--- src/rtl/instr_fetch_unit_pkg.sv ---
// Shared definitions for the instruction fetch unit.
//   fetch_state_e    : fetch sequencer state (running / halted)
//   IFU_RESET_VECTOR : default program counter value loaded on reset
package instr_fetch_unit_pkg;

    typedef enum logic [0:0] {
        FS_RUN    = 1'b0,
        FS_HALTED = 1'b1
    } fetch_state_e;

    localparam int IFU_RESET_VECTOR = 0;

endpackage

--- src/rtl/instr_fetch_unit_fetch_fifo.sv ---
// Prefetch FIFO holding fetched entries ({byte, pc}) until the decoder takes them.
// Ports:
//   clk, rst_n       : clock, asynchronous active-low reset
//   push, push_data  : write an entry (dropped if full and not popping)
//   pop              : remove the head entry (ignored when empty)
//   flush            : discard all entries; wins over push and pop
//   count            : number of stored entries (0..DEPTH)
//   head             : head entry, forced to zero while empty
module fetch_fifo #(
    parameter int WIDTH = 20,
    parameter int DEPTH = 4
) (
    input  logic                     clk,
    input  logic                     rst_n,
    input  logic                     push,
    input  logic [WIDTH-1:0]         push_data,
    input  logic                     pop,
    input  logic                     flush,
    output logic [$clog2(DEPTH):0]   count,
    output logic [WIDTH-1:0]         head
);

    localparam int PTR_W = $clog2(DEPTH);
    localparam int CNT_W = PTR_W + 1;

    logic [WIDTH-1:0] mem_r [DEPTH];
    logic [PTR_W-1:0] wr_ptr_r;
    logic [PTR_W-1:0] rd_ptr_r;
    logic [CNT_W-1:0] count_r;
    logic             do_push_s;
    logic             do_pop_s;

    // Qualify push/pop against the current occupancy.
    always_comb begin
        do_pop_s  = 1'b0;
        do_push_s = 1'b0;
        if (pop && (count_r != {CNT_W{1'b0}})) begin
            do_pop_s = 1'b1;
        end else begin
            do_pop_s = 1'b0;
        end
        if (push && ((count_r != CNT_W'(DEPTH)) || do_pop_s)) begin
            do_push_s = 1'b1;
        end else begin
            do_push_s = 1'b0;
        end
    end

    // Pointer and occupancy registers; pointers wrap naturally since DEPTH is a power of 2.
    always_ff @(posedge clk or negedge rst_n) begin
        if (!rst_n) begin
            wr_ptr_r <= {PTR_W{1'b0}};
            rd_ptr_r <= {PTR_W{1'b0}};
            count_r  <= {CNT_W{1'b0}};
        end else if (flush) begin
            wr_ptr_r <= {PTR_W{1'b0}};
            rd_ptr_r <= {PTR_W{1'b0}};
            count_r  <= {CNT_W{1'b0}};
        end else begin
            if (do_push_s) begin
                wr_ptr_r <= wr_ptr_r + PTR_W'(1);
            end
            if (do_pop_s) begin
                rd_ptr_r <= rd_ptr_r + PTR_W'(1);
            end
            if (do_push_s && !do_pop_s) begin
                count_r <= count_r + CNT_W'(1);
            end else if (do_pop_s && !do_push_s) begin
                count_r <= count_r - CNT_W'(1);
            end
        end
    end

    // Entry storage; contents are don't-care while empty, so no reset is needed.
    always_ff @(posedge clk) begin
        if (do_push_s && !flush) begin
            mem_r[wr_ptr_r] <= push_data;
        end
    end

    // Head is zeroed while empty so the decoder-facing outputs read 0 after reset/flush.
    always_comb begin
        head = {WIDTH{1'b0}};
        if (count_r != {CNT_W{1'b0}}) begin
            head = mem_r[rd_ptr_r];
        end else begin
            head = {WIDTH{1'b0}};
        end
    end

    assign count = count_r;

endmodule

--- src/rtl/instr_fetch_unit.sv ---
// Fetch sequencer between the program ROM and the instruction decoder.
// Owns the PC, absorbs the ROM's one-cycle read latency, buffers fetched bytes
// in a prefetch FIFO tagged with their PC, and supports redirect/flush and halt.
// Ports:
//   clk, rst_n                 : clock, asynchronous active-low reset
//   rom_addr / rom_data        : ROM address out, registered ROM data in
//   instr_valid/data/pc/ready  : decoder handshake (pop on valid && ready)
//   redirect_valid/addr        : one-cycle flush and restart at redirect_addr
//   halt_req / halted          : stop issuing fetches / halted with nothing in flight
module instr_fetch_unit
    import instr_fetch_unit_pkg::*;
#(
    parameter int                    ADDR_WIDTH   = 12,
    parameter int                    DATA_WIDTH   = 8,
    parameter int                    FIFO_DEPTH   = 4,
    parameter logic [ADDR_WIDTH-1:0] RESET_VECTOR = ADDR_WIDTH'(IFU_RESET_VECTOR)
) (
    input  logic                  clk,
    input  logic                  rst_n,
    output logic [ADDR_WIDTH-1:0] rom_addr,
    input  logic [DATA_WIDTH-1:0] rom_data,
    output logic                  instr_valid,
    output logic [DATA_WIDTH-1:0] instr_data,
    output logic [ADDR_WIDTH-1:0] instr_pc,
    input  logic                  instr_ready,
    input  logic                  redirect_valid,
    input  logic [ADDR_WIDTH-1:0] redirect_addr,
    input  logic                  halt_req,
    output logic                  halted
);

    localparam int CNT_W   = $clog2(FIFO_DEPTH) + 1;
    localparam int ENTRY_W = DATA_WIDTH + ADDR_WIDTH;

    fetch_state_e          state_r;
    fetch_state_e          state_next_s;
    logic [ADDR_WIDTH-1:0] fetch_pc_r;
    logic [ADDR_WIDTH-1:0] inflight_pc_r;
    logic                  inflight_r;
    logic [CNT_W-1:0]      count_s;
    logic [ENTRY_W-1:0]    head_s;
    logic                  credit_ok_s;
    logic                  pop_s;
    logic                  push_s;
    logic                  kill_s;
    logic                  issue_s;

    // Next-state logic: halt_req is a level, so the next state simply follows it.
    always_comb begin
        state_next_s = state_r;
        case (state_r)
            FS_RUN: begin
                if (halt_req) begin
                    state_next_s = FS_HALTED;
                end else begin
                    state_next_s = FS_RUN;
                end
            end
            FS_HALTED: begin
                if (!halt_req) begin
                    state_next_s = FS_RUN;
                end else begin
                    state_next_s = FS_HALTED;
                end
            end
            default: state_next_s = FS_RUN;
        endcase
    end

    // Fetch control. Credits count the in-flight byte so the FIFO can never overflow;
    // a same-cycle pop frees a slot. Issue is gated by the state being entered, so
    // halting stops issue at the sampling edge and un-halting resumes at that edge.
    // A redirect kills the byte returning at its edge and blocks issue for one cycle.
    always_comb begin
        pop_s       = 1'b0;
        kill_s      = 1'b0;
        push_s      = 1'b0;
        credit_ok_s = 1'b0;
        issue_s     = 1'b0;
        kill_s      = redirect_valid;
        pop_s       = instr_valid && instr_ready && !redirect_valid;
        push_s      = inflight_r && !kill_s;
        if (({1'b0, count_s} + {{CNT_W{1'b0}}, inflight_r}) < (CNT_W + 1)'(FIFO_DEPTH)) begin
            credit_ok_s = 1'b1;
        end else begin
            credit_ok_s = 1'b0;
        end
        if ((state_next_s == FS_RUN) && !redirect_valid && (credit_ok_s || pop_s)) begin
            issue_s = 1'b1;
        end else begin
            issue_s = 1'b0;
        end
    end

    // State, PC and in-flight tracking registers.
    always_ff @(posedge clk or negedge rst_n) begin
        if (!rst_n) begin
            state_r       <= FS_RUN;
            fetch_pc_r    <= RESET_VECTOR;
            inflight_pc_r <= {ADDR_WIDTH{1'b0}};
            inflight_r    <= 1'b0;
        end else begin
            state_r    <= state_next_s;
            inflight_r <= issue_s;
            if (redirect_valid) begin
                fetch_pc_r <= redirect_addr;
            end else if (issue_s) begin
                fetch_pc_r    <= fetch_pc_r + ADDR_WIDTH'(1);
                inflight_pc_r <= fetch_pc_r;
            end
        end
    end

    fetch_fifo #(
        .WIDTH (ENTRY_W),
        .DEPTH (FIFO_DEPTH)
    ) u_fetch_fifo (
        .clk       (clk),
        .rst_n     (rst_n),
        .push      (push_s),
        .push_data ({rom_data, inflight_pc_r}),
        .pop       (pop_s),
        .flush     (redirect_valid),
        .count     (count_s),
        .head      (head_s)
    );

    assign rom_addr    = fetch_pc_r;
    assign instr_valid = (count_s != {CNT_W{1'b0}});
    assign instr_data  = head_s[ENTRY_W-1:ADDR_WIDTH];
    assign instr_pc    = head_s[ADDR_WIDTH-1:0];
    assign halted      = (state_r == FS_HALTED) && !inflight_r;

endmodule

--- config.mk ---
export PLATFORM = sky130hd
export DESIGN_NAME = instr_fetch_unit
export DESIGN_NICKNAME = d
export VERILOG_FILES = /design/src/rtl/instr_fetch_unit_pkg.sv /design/src/rtl/instr_fetch_unit_fetch_fifo.sv /design/src/rtl/instr_fetch_unit.sv
export SDC_FILE = /design/constraint.sdc
export NUM_CORES = 1
export LEC_CHECK = 0
export BUFFER_PORTS_ARGS = -buffer_cell sky130_fd_sc_hd__buf_4
export CAP_MARGIN = 25
export CORE_UTILIZATION = 45
export CTS_CLUSTER_SIZE = 20
export DETAILED_ROUTE_END_ITERATION = 12
export GPL_TIMING_DRIVEN = 0
export PLACE_DENSITY = 0.67
export SKIP_LAST_GASP = 1
export SYNTH_ARGS = -nofsm -noshare
export SYNTH_HDL_FRONTEND = slang
export SYNTH_SLANG_ARGS = --single-unit
--- constraint.sdc ---
create_clock -name clk -period 2.2 [get_ports clk]
set_input_delay 0.44 -clock clk [delete_from_list [all_inputs] [get_ports clk]]
set_output_delay 0.44 -clock clk [all_outputs]
set_load 0.01 [all_outputs]
Word level (Yosys, flattened, before mapping):

Memory sizes are Yosys's and may differ from the RTL's.
Cells that the tools add are included.
Widths: inputs -> output; s select.

* flip-flop bits (word level): 33
* memories: 1
* bits of input ports: 25
* RAM bits: 80
* logic and storage cells: 58

* equal/unequal tests: 1
* magnitude comparators: 1
* bitwise gates (word level): 2
* reductions and logical operators: 23
* add/sub/neg operators: 6
* multiplexer cells: 17

Memories
* u_fetch_fifo.mem_r: depth 4, width 20, read ports 1, clocked after Yosys merged registers in 0, wr ports 1, line instr_fetch_unit_fetch_fifo.sv:26 `logic [WIDTH-1:0] mem_r [DEPTH];`

Operator list (number)
* $mux 12: 2
* $mux 20: 1
* $add 12x1->12 const B: 1
* $logic_and 1x1->1: 11
* $mux 3: 3
* $mux 2: 4
* $mux 1: 7
* $reduce_bool 2->1: 3
* $reduce_bool 3->1: 2
* $add 2x1->2 const B: 2
* $add 3x1->4: 1
* $logic_not 1->1: 4
* $lt 4x3->1 const B: 1
* $add 3x1->3 const B: 1
* $ne 3x3->1 const B: 1
* $sub 3x1->3 const B: 1
* $logic_or 1x1->1: 2
* $not 1->1: 2
* $reduce_and 2->1: 1

Logic depth before layout (Yosys ltp):

* word-level depth: 13
* mapped depth: 9

By module:

Synthesis repeated with hierarchy kept, for this count alone.

* cell total of the unflattened synthesis: 291
* area, all modules: 4822.1 µm²

By module, submodules not included
* fetch_fifo: instances 1, cells each 188, sequential area each 2577.5 µm², area each 3579.7 µm²
* instr_fetch_unit: instances 1, cells each 103, sequential area each 650.6 µm², area each 1242.4 µm²

Worst setup path before layout:

OpenSTA, ideal clock, no wires.

* path kind: input to register
* start: input port instr_ready
* end: register u_fetch_fifo.count_r[2] (netlist: u_fetch_fifo.count[2])
* library setup time: 0.125 ns
* arrival: 2.111 ns
* data required time: 2.075 ns
* setup slack: -0.036 ns
* cell stages on the path: 9
* cell sequence: buf_2 -> inv_1 -> a41oi_2 -> and2_1 -> fa_1 -> inv_1 -> nor3_1 -> a31oi_1 -> mux2_2

* cells in the longest elaborated chain, start to end: 10

RTL lines
* start, declared: line instr_fetch_unit.sv:25 `input logic instr_ready,`
* $logic_and 1x1->1 * (2 in series): line instr_fetch_unit.sv:81 `pop_s = instr_valid && instr_ready && !redirect_valid;`
* $logic_and 1x1->1 *: line instr_fetch_unit_fetch_fifo.sv:37 `if (pop && (count_r != {CNT_W{1'b0}})) begin`
* $mux 1 *: line instr_fetch_unit_fetch_fifo.sv:37
* $logic_or 1x1->1: line instr_fetch_unit_fetch_fifo.sv:42 `if (push && ((count_r != CNT_W'(DEPTH)) || do_pop_s)) begin`
* $logic_and 1x1->1: line instr_fetch_unit_fetch_fifo.sv:42
* $mux 1: line instr_fetch_unit_fetch_fifo.sv:42
* $logic_and 1x1->1 / $logic_not 1->1 (equally long branches): line instr_fetch_unit_fetch_fifo.sv:66, instr_fetch_unit_fetch_fifo.sv:68
* $mux 3 / $logic_and 1x1->1 (equally long branches): line instr_fetch_unit_fetch_fifo.sv:66, instr_fetch_unit_fetch_fifo.sv:68
* $mux 3 / $reduce_bool 3->1 (equally long branches)
* end signal, assigned: line instr_fetch_unit_fetch_fifo.sv:54 `count_r <= {CNT_W{1'b0}};`
* end signal, assigned: line instr_fetch_unit_fetch_fifo.sv:58 `count_r <= {CNT_W{1'b0}};`
* end signal, assigned: line instr_fetch_unit_fetch_fifo.sv:67 `count_r <= count_r + CNT_W'(1);`
* end, declared: line instr_fetch_unit_fetch_fifo.sv:29 `logic [CNT_W-1:0] count_r;`

Every way passes the cells marked *; elsewhere a longest branch is shown, timed or not.
A chain may end at the register's enable or synchronous reset.

Final worst setup path:

* start: register u_fetch_fifo.rd_ptr_r[0]
* end: output port instr_pc[4]

* cells in the longest elaborated chain, start to end: 2

RTL lines
* start, declared: line instr_fetch_unit_fetch_fifo.sv:28 `logic [PTR_W-1:0] rd_ptr_r;`
* start signal, assigned: line instr_fetch_unit_fetch_fifo.sv:53 `rd_ptr_r <= {PTR_W{1'b0}};`
* start signal, assigned: line instr_fetch_unit_fetch_fifo.sv:57 `rd_ptr_r <= {PTR_W{1'b0}};`
* start signal, assigned: line instr_fetch_unit_fetch_fifo.sv:64 `rd_ptr_r <= rd_ptr_r + PTR_W'(1);`
* $mem_v2 4x20
* $mux 20: line instr_fetch_unit_fetch_fifo.sv:84 `if (count_r != {CNT_W{1'b0}}) begin`
* end, declared: line instr_fetch_unit.sv:24 `output logic [ADDR_WIDTH-1:0] instr_pc,`

Every way passes these cells.

==> results.py <==
metrics = {
    "outcome": {
        "status": "finished with violations",
        "violations": "negative setup slack",
    },
    "cts": {
        "cts_buffer_depth": 2,
        "worstSkewPairLatency_ns": 0.51,
        "cts_tree": "built",
        "clk_pin_slew_worst_paths_ns": 0.05,
        "cts_root_buffer": "clkbuf_8",
        "cts_inserted_buffers": 17,
        "htreeDepth": 4,
        "clkSinkCount": 113,
    },
    "setup_path": {
        "cp_max_fo": 10,
        "startpoint_type": "flip-flop",
        "worst_ep_required_time_ns": 1.76,
        "worstSetupPathType": "reg -> out",
        "arrival_ns": 1.95,
        "end_kind": "output pin",
    },
    "final_layout": {
        "synthToLayoutAreaGrowth_pct": 28.9,
        "antenna_cells": 0,
        "drive_above_1_share_pct": 38.2,
        "finalNetCount": 408,
        "layoutNonFillerInstCount": 526,
    },
    "die": {
        "num_rows": 37,
        "ioPinCount": 59,
        "die_w_um": 105,
        "die_h_um": 105,
        "start_util_pct": 46.2,
        "core_area_sq_um": 10300,
        "dieArea_sq_um": 11000,
    },
    "sta": {
        "min_period_ns": 2.39,
        "worst_slew_pin_slew_ns": 0.568,
        "holdWs_ns": 0.100,
        "skew_ns": 0.00807,
        "rsz0062_at_grt": "true",
        "max_slew_margin_pct": 61.8,
        "setup_violations": 20,
        "max_freq_mhz": 419,
        "report.final.slew_viol_count": 0,
        "fin_crit_sh_pct": 109,
        "layout_setup_ws_ns": -0.189,
        "final-hold-violation-count": 0,
    },
    "yosys": {
        "yosysWarningCount": 0,
        "synth_area_leaders": "edfxtp_1 (51%), dfrtp_1 (17%), mux4_2 (9.5%), mux2_2 (3.6%), and2_1 (3.3%)",
        "synth-edff-count": 80,
        "synth_cell_types": 40,
        "yosysTopAreaCell": "edfxtp_1",
        "synth_top_cell_area_share_pct": 50.6,
        "synthCells": 291,
        "syn_area_sq_um": 4740,
        "syn_area_per_cell_sq_um": 16.3,
        "yosysSeqAreaShare_pct": 68.0,
        "synthFlopType": "edfxtp_1",
        "synth_nets": 322,
        "ys_ff_latch": 113,
        "ys_async_sr_fraction_pct": 29.2,
    },
    "drt": {
        "avgViaCountPerCell": 5.25,
        "postRouteAntennaNets": 0,
        "drtPass1Iterations": 4,
        "drcViolationCount": 0,
        "wl_per_cell_um": 17.1,
        "dr.first_iter.drc_count": 136,
        "wirelength_um": 9010,
        "vias": 2760,
    },
    "placed_design": {
        "placed_cells": 486,
        "dp.final_hpwl_um": 5800,
        "place_congestion": 0.783,
        "port_buffers": 56,
    },
    "power_and_ir_drop": {
        "ir_worst_vdd_uv": 719,
        "p_leak_nw": 2.30,
        "power.density_nw_per_um2": 1190,
    },
    "global_routing": {
        "grt_first_pass_wirelength_um": 14500,
        "grt_usage_pct": 18.0,
        "grt_pass1_vias": 2792,
        "overflow": 0,
        "grt_max_degree": 34,
        "antenna_found_initial": 0,
    },
    "run": {
        "maxCapViolCount": 0,
    },
    "hold_path": {
        "hold_class": "in -> reg",
    },
}
-- worst max-delay path, stage by stage (launching register included) --
cell and delay (ns):
dfrtp_2 0.44, buf_12 0.17, mux4_2 0.52, and2_1 0.18
buf_4 0.14
-- placed cells by master, fill, tap and decap left out, types with 2 or more instances in the layout --
cell / count
xnor2_1: 6
edfxtp_1: 80
o31ai_1: 2
and2_1: 22
a21oi_1: 7
inv_1: 6
xor2_1: 4
clkbuf_1: 11
buf_16: 3
and2_4: 2
or4_1: 3
dfrtp_2: 4
mux4_2: 20
nand4_1: 2
o211ai_1: 2
clkbuf_8: 3
inv_2: 2
ha_1: 5
nor2_1: 12
nand2_1: 15
buf_4: 60
nand3_1: 6
clkbuf_16: 18
dfrtp_1: 29
o2111ai_1: 3
a31oi_1: 4
buf_12: 3
mux2_2: 15
o21ai_0: 6
buf_6: 5
clkinv_2: 6
-- flip-flops by register name, indices dropped and copies added, names as in the netlist --
signal,cells
u_fetch_fifo.mem_r,80
inflight_r,1
u_fetch_fifo.wr_ptr_r,2
u_fetch_fifo.rd_ptr_r,2
u_fetch_fifo.count,3
inflight_pc_r,12
state_r,1
rom_addr,12
-- layout make-up --
cell class | count | area [sq um]
Buffer | 13 | 123
Clock buffer | 26 | 490
Clock inverter | 6 | 30.0
Fill cell | 790 | 4160
Inverter | 8 | 30.0
Multi-Input combinational cell | 156 | 1440
Sequential cell | 113 | 3230
Tap cell | 136 | 170
Timing Repair Buffer | 68 | 597
-- stage by stage --
stage / power [W] / TNS [ns] / cell area (sq um) / utilization [%] / setup WS, ns
after floorplan: 0.00388 / 0 / 4760 / - / 0.00823
after global placement: 0.00463 / -33.70 / 5350 / 52.0 / -0.446
after detailed placement: 0.00469 / -8.15 / 5430 / 52.8 / -0.399
after CTS: 0.00725 / -3.49 / 6050 / 58.8 / -0.210
after global routing: 0.00763 / -4.44 / 6110 / 59.5 / -0.245
final: 0.00727 / -3.08 / 6110 / 59.5 / -0.189
-- cell families (layout without fill, tap and decap cells) --
family          Yosys count  in the layout  share of synthesized area, %
flops                   113            113                          68.0
simple gates             74             74                          8.47
mux                      36             36                          13.3
compound gates           30             30                          4.48
buf+inv                  22            121                          2.16
xor+xnor                 10             10                          1.85
fa+ha+maj                 6              6                          1.74
-- worst paths after layout --
path                       slack, ns                                  from  depth (start not counted)                                   end
setup / recovery               -0.19  u_fetch_fifo.rd_ptr_r[0]$_DFFE_PN0P_                          4                           instr_pc[4]
hold / removal                  0.10                              halt_req                          1                     state_r$_DFF_PN0_
setup reg to reg                0.10     u_fetch_fifo.count[1]$_DFFE_PN0P_                          6          inflight_pc_r[3]$_DFFE_PN0P_
hold reg to reg                 0.52          inflight_pc_r[6]$_DFFE_PN0P_                          0    u_fetch_fifo.mem_r[2][6]$_DFFE_PP_
max in group asynchronous       1.42                                 rst_n                          2  u_fetch_fifo.rd_ptr_r[0]$_DFFE_PN0P_
min in group asynchronous       0.43                                 rst_n                          2               rom_addr[8]$_DFFE_PN0P_
-- power breakdown --
group          switching [W]  internal [W]  total [W]
combinational       0.000905       0.00122    0.00213
clock               0.000850       0.00150    0.00235
sequential          0.000233       0.00256    0.00279
-- metal layers --
metal | wire length [um] | global-route usage, % | share of wire (%)
met5 | 0 | 0 | 0
met4 | 48 | 7.55 | 0.53
met3 | 444 | 4.80 | 4.9
met2 | 4620 | 29.5 | 51
met1 | 3890 | 22.8 | 43
-- cell usage after synthesis (2+ instances only) --
master     instances
edfxtp_1          80
dfrtp_1           33
and2_1            25
mux4_2            20
mux2_2            15
nand2_1           15
nor2_1            12
clkbuf_1           8
inv_1              8
a21oi_1            7
nand3_1            6
o21ai_0            6
xnor2_1            6
ha_1               5
a31oi_1            4
buf_2              4
xor2_1             4
o2111ai_1          3
o31ai_1            3
or4_1              3
buf_6              2
nand4_1            2
o211ai_1           2
or3_1              2
-- timing repair --
action | 4_1_cts | 5_1_grt
hold buffers | 1 | 0
endpoints found under the setup margin | 42 | 22
hold endpoints to repair | 33 | 0
buffers inserted | 3 | 5
gates resized for setup | 22 | 9
pin swaps | 1 | 4
Power figures use the tool's default switching activity.
